[config.mk]
export PLATFORM = sky130hd
export DESIGN_NAME = vic_nch
export DESIGN_NICKNAME = d
export VERILOG_FILES = /design/src/rtl/bk_pkg.sv /design/src/rtl/vic_chan.sv /design/src/rtl/vic_nch.sv
export SDC_FILE = /design/constraint.sdc
export NUM_CORES = 1
export LEC_CHECK = 0
export CAP_MARGIN = 10
export CORE_ASPECT_RATIO = 0.7
export CORE_UTILIZATION = 37
export CTS_CLUSTER_SIZE = 8
export DETAILED_ROUTE_END_ITERATION = 16
export PLACE_DENSITY = 0.83
export SLEW_MARGIN = 20
export SYNTH_ARGS = -nofsm -noshare
export SYNTH_HDL_FRONTEND = slang
export SYNTH_SLANG_ARGS = --single-unit
[constraint.sdc]
create_clock -name clk_sys -period 1.9 [get_ports clk_sys]
set_input_delay 0.57 -clock clk_sys [delete_from_list [all_inputs] [get_ports clk_sys]]
set_output_delay 0.57 -clock clk_sys [all_outputs]
set_load 0.02 [all_outputs]
[src/rtl/bk_pkg.sv]
// Shared types and helpers for the BK vectored interrupt controller.
// Holds the FSM state type, vector width and the fixed-priority encoder.
package bk_pkg;

    localparam int VEC_W  = 16;
    localparam int MAX_CH = 16;

    typedef enum logic {
        IDLE,
        ACK
    } vic_state_t;

    typedef struct packed {
        logic       valid;
        logic [3:0] idx;
    } prio_t;

    // Lowest set index wins; scanning downward lets it overwrite last.
    function automatic prio_t prio_enc(input logic [MAX_CH-1:0] req);
        prio_t r;
        r = '0;
        for (int i = MAX_CH - 1; i >= 0; i--) begin
            if (req[i]) begin
                r.valid = 1'b1;
                r.idx   = 4'(i);
            end
        end
        return r;
    endfunction

endpackage

[src/rtl/vic_chan.sv]
// One interrupt request channel: edge-latched or level-following pending bit.
// Sampling runs every clk_sys regardless of the bus clock enable.
module vic_chan #(
    parameter bit EDGE = 1'b1
) (
    input  logic clk_sys,
    input  logic reset,
    input  logic ireq,
    input  logic clr,
    output logic pending
);

    logic ireq_d;

    // A fresh edge in the same clock as service keeps the bit set.
    always_ff @(posedge clk_sys or posedge reset) begin
        if (reset) begin
            ireq_d  <= 1'b0;
            pending <= 1'b0;
        end else begin
            ireq_d <= ireq;
            if (EDGE) begin
                pending <= (ireq & ~ireq_d) | (pending & ~clr);
            end else begin
                pending <= ireq;
            end
        end
    end

endmodule

[src/rtl/vic_nch.sv]
// N-channel vectored interrupt controller with fixed lowest-index priority.
// Serves the CPU acknowledge cycle with a frozen vector, or DEF_VEC if idle.
module vic_nch
    import bk_pkg::*;
#(
    parameter int               NCH       = 4,
    parameter logic [NCH-1:0]   EDGE_MASK = {NCH{1'b1}},
    parameter logic [VEC_W-1:0] DEF_VEC   = 16'o000000
) (
    input  logic               clk_sys,
    input  logic               reset,
    input  logic               ce,
    input  logic [NCH-1:0]     ireq,
    input  logic [NCH-1:0]     imask,
    input  logic [VEC_W*NCH-1:0] ivec,
    output logic [NCH-1:0]     iack,
    input  logic               wb_stb_i,
    output logic               wb_ack_o,
    output logic [VEC_W-1:0]   wb_dat_o,
    output logic               wb_irq_o,
    output logic [NCH-1:0]     pending
);

    vic_state_t       state_q;
    vic_state_t       state_d;
    logic [NCH-1:0]   clr;
    logic [MAX_CH-1:0] req16;
    prio_t            sel;
    logic             svc;
    logic             rel;
    logic [VEC_W-1:0] sel_vec;

    for (genvar k = 0; k < NCH; k++) begin : g_chan
        vic_chan #(
            .EDGE (EDGE_MASK[k])
        ) u_chan (
            .clk_sys (clk_sys),
            .reset   (reset),
            .ireq    (ireq[k]),
            .clr     (clr[k]),
            .pending (pending[k])
        );
    end

    always_comb begin
        req16            = '0;
        req16[NCH-1:0]   = pending & ~imask;
        sel              = prio_enc(req16);
    end

    always_comb begin
        state_d = state_q;
        svc     = 1'b0;
        rel     = 1'b0;
        unique case (state_q)
            IDLE: begin
                if (ce && wb_stb_i) begin
                    svc     = 1'b1;
                    state_d = ACK;
                end
            end
            ACK: begin
                if (ce && !wb_stb_i) begin
                    rel     = 1'b1;
                    state_d = IDLE;
                end
            end
            default: state_d = IDLE;
        endcase
    end

    always_comb begin
        clr     = '0;
        sel_vec = DEF_VEC;
        for (int k = 0; k < NCH; k++) begin
            if (svc && sel.valid && (sel.idx == 4'(k))) begin
                clr[k]  = 1'b1;
                sel_vec = ivec[k*VEC_W +: VEC_W];
            end
        end
    end

    // The request line is gated by the next state so it drops with ack.
    always_ff @(posedge clk_sys or posedge reset) begin
        if (reset) begin
            state_q  <= IDLE;
            wb_ack_o <= 1'b0;
            wb_dat_o <= '0;
            wb_irq_o <= 1'b0;
            iack     <= '0;
        end else begin
            state_q  <= state_d;
            iack     <= clr;
            wb_irq_o <= (state_d == IDLE) && (|(pending & ~imask));
            if (svc) begin
                wb_ack_o <= 1'b1;
                wb_dat_o <= sel_vec;
            end else if (rel) begin
                wb_ack_o <= 1'b0;
                wb_dat_o <= '0;
            end
        end
    end

endmodule

==> impl_metrics.yaml <==
status:
  status: "finished, final reports clean"
cells_and_area:
  instances_no_fill: 316
  drive_gt1_share_pct: 14.8
  fin_nets: 339
  fill_cells: 313
  synthToLayoutAreaGrowth_pct: 76.8
  mostFrequentLayoutCells: "clkdlybuf4s50_1 (98), dfrtp_1 (31), nand2_1 (19), a22oi_1 (16)"
  antenna_cells: 0
  final_common_cell: "clkdlybuf4s50_1"
clock_network:
  cts_buffer_depth: 2
  clk_latency_ns: 0.28
  numClockSinks: 31
  cts_tree: "yes"
  cts_setup_buffers: 0
  clockRootBuffer: "clkbuf_8"
  clk_pin_slew_ns: 0.06
  htreeDepth: 2
  cts_buffers: 5
synth:
  synthTopCellsByArea: "dfrtp_1 (48%), mux2i_1 (9.2%), o221ai_2 (8.3%), a22oi_1 (7.4%), nand2_1 (4.4%)"
  yosysWarnings: 0
  ys_ff_latch: 31
  syn_nets: 226
  ys_seq_area_share_pct: 47.5
  yosysUniqueCellTypes: 29
  postSynthAreaPerCell_um2: 10.9
  yosys.area.top_type: "dfrtp_1"
  synth_area_um2: 1630
  synthCells: 150
  synth_top_area_share_pct: 47.5
sta:
  setup_ws_ns: 0.0520
  worst_pin_slew_ns: 0.389
  slew_headroom_pct: 74.1
  final_max_slew_viol_count: 0
  timing.fmax_mhz: 541
  fin_crit_sh_pct: 97.3
  period_needed_ns: 1.85
  rsz0062_at_grt: "yes"
  setup_tns_ns: 0
  setup_violations: 0
  finClkSkew_ns: 0.00836
  hold_violations: 0
worst_hold_path:
  worstHoldEndpoint: "g_chan[0].u_chan.pending"
  hp-start: "g_chan[0].u_chan.ireq_d"
  hold_path_depth: 1
  hp-class: "flop to flop"
placement:
  dp_hpwl_um: 3750
  place_inst: 308
  routabilityCongestion: 0.797
  place_ws_ns: -0.272
  io_buffers: 101
setup_path:
  startpoint: "ce"
  path_cells: "clkdlybuf4s50_1 > nand3b_1 > a2111o_1 > buf_4 > o221ai_1"
  reg2reg_to: "wb_dat_o[5]"
  reg2reg_from: "state_q"
  rrSetupSlack_ns: 0.33
  critPathMaxStageDelay_ns: 0.49
  setup.worst_path.class: "input port to flop"
  start_kind: "input port"
  ff2ff_path_depth: 4
  end_kind: "flop"
  cp.arrival_ns: 2.04
  worst-path-max-fanout: 7
  slowest_stage: "clkdlybuf4s50_1"
  critPathRequiredTime_ns: 2.09
floorplan:
  start_util_pct: 40.2
  row_count: 19
  io_pins: 102
  dieArea_um2: 4690
  die_w_um: 81.4
  dieHeight_um: 57.6
  coreArea_um2: 4070
routing:
  routed_via_density: 5.04
  postRouteAntennaNets: 0
  via_count: 1592
  wl_per_cell_um: 15.2
  drtPass1Iterations: 4
  drt_iter0_markers: 53
  drc: 0
  finalWirelength_um: 4800
power_and_ir_drop:
  p_per_area_nw_per_um2: 710
  max-vdd-ir-drop_mv: 0.477
  leakage_nw: 1.28
grt:
  grt_max_degree: 32
  grt_pass1_wl_um: 7800
  grt_overflow: 0
  grt_pass1_vias: 1651
  grt.total_usage_pct: 23.0
  antenna_found_initial: 0
job:
  cap_violations: 0
[critical path, delay by kind of cell]
family | cells | cell delay [ns]
buffers and inverters | 2 | 0.70
AOI/OAI and AO/OA | 2 | 0.63
and+or+nand+nor | 1 | 0.14
[sequential cells by signal, summed over array words and instances, names as in the netlist]
name,flops
wb_ack_o,1
wb_irq_o,1
g_chan.u_chan.ireq_d,4
state_q,1
g_chan.u_chan.pending,4
iack,4
wb_dat_o,16
[Yosys cell counts]
cell	count
nand3_1	1
a41oi_1	1
clkbuf_1	1
a22oi_1	16
o21ai_0	5
buf_2	5
nand2_2	1
nand3b_1	1
dfrtp_1	31
xor2_1	1
o22ai_1	2
nor2b_1	2
nand2b_1	4
o221ai_1	6
nand2_1	19
o21a_1	1
a21oi_1	2
a21oi_2	1
buf_4	5
nor2_1	4
a2111o_1	1
mux2i_1	15
inv_1	8
nor3_1	1
buf_6	3
o41ai_1	1
nor4_1	2
o221ai_2	9
and2b_1	1
[what timing repair did]
action	4_1_cts	5_1_grt
hold buffers	0	0
setup endpoints to repair	0	10
endpoints found under the hold margin	0	0
resized for setup	0	5
[power breakdown]
part           total, mW  internal, mW  switching, mW
clock              0.493         0.250          0.243
sequential         0.798         0.746         0.0515
combinational      0.759         0.424          0.335
[per-stage QoR]
step                hold slack [ns]  power (mW)  area, µm²  utilization (%)
floorplan                     0.400        1.15       1630                -
global placement              0.405        1.56       2790             68.6
detailed placement            0.419        1.57       2790             68.6
CTS                           0.428        2.07       2870             70.7
global route                  0.452        2.16       2890             71.0
finish                        0.430        2.05       2890             71.0
[metal layers]
metal | track usage, % | routed length, µm | share of wire [%]
met3 | 7.84 | 357 | 7.4
met4 | 8.42 | 55 | 1.1
met2 | 36.0 | 2320 | 48
met5 | 0 | 0 | 0
met1 | 29.6 | 2060 | 43
[cell type report]
| class | count | area [µm²] | area share [%] |
|---|---|---|---|
| clock buffer | 5 | 68.8 | 2.38 |
| clock inverter | 3 | 15.0 | 0.520 |
| inverter | 8 | 30.0 | 1.04 |
| multi-input combinational | 97 | 729 | 25.3 |
| sequential | 31 | 776 | 26.9 |
| tap | 52 | 65.1 | 2.25 |
| timing repair buffer | 120 | 1200 | 41.7 |
[logic make-up (layout without fill, tap and decap cells)]
| kind of cell | count (synthesis) | after routing | synth area share [%] |
|---|---|---|---|
| muxes | 15 | 15 | 9.20 |
| buffers and inverters | 22 | 136 | 7.97 |
| AOI/OAI and AO/OA | 45 | 45 | 24.5 |
| DFF | 31 | 31 | 47.5 |
| xor gates and xnor gates | 1 | 1 | 0.536 |
| and+or+nand+nor | 36 | 36 | 10.3 |
[how the worst max path moves through the flow]
stage                                to  slack [ns]  cells past startpoint
5_1_grt        g_chan[3].u_chan.pending      -0.004                      5
4_1_cts                      pending[1]        0.01                      1
3_5_place_dp               wb_dat_o[11]       -0.27                      5
6_report                    wb_dat_o[5]        0.05                      5
3_3_place_gp               wb_dat_o[11]       -0.21                      5
2_1_floorplan               wb_dat_o[0]        0.21                      6
Note: power is estimated with default switching activity, not from simulation.
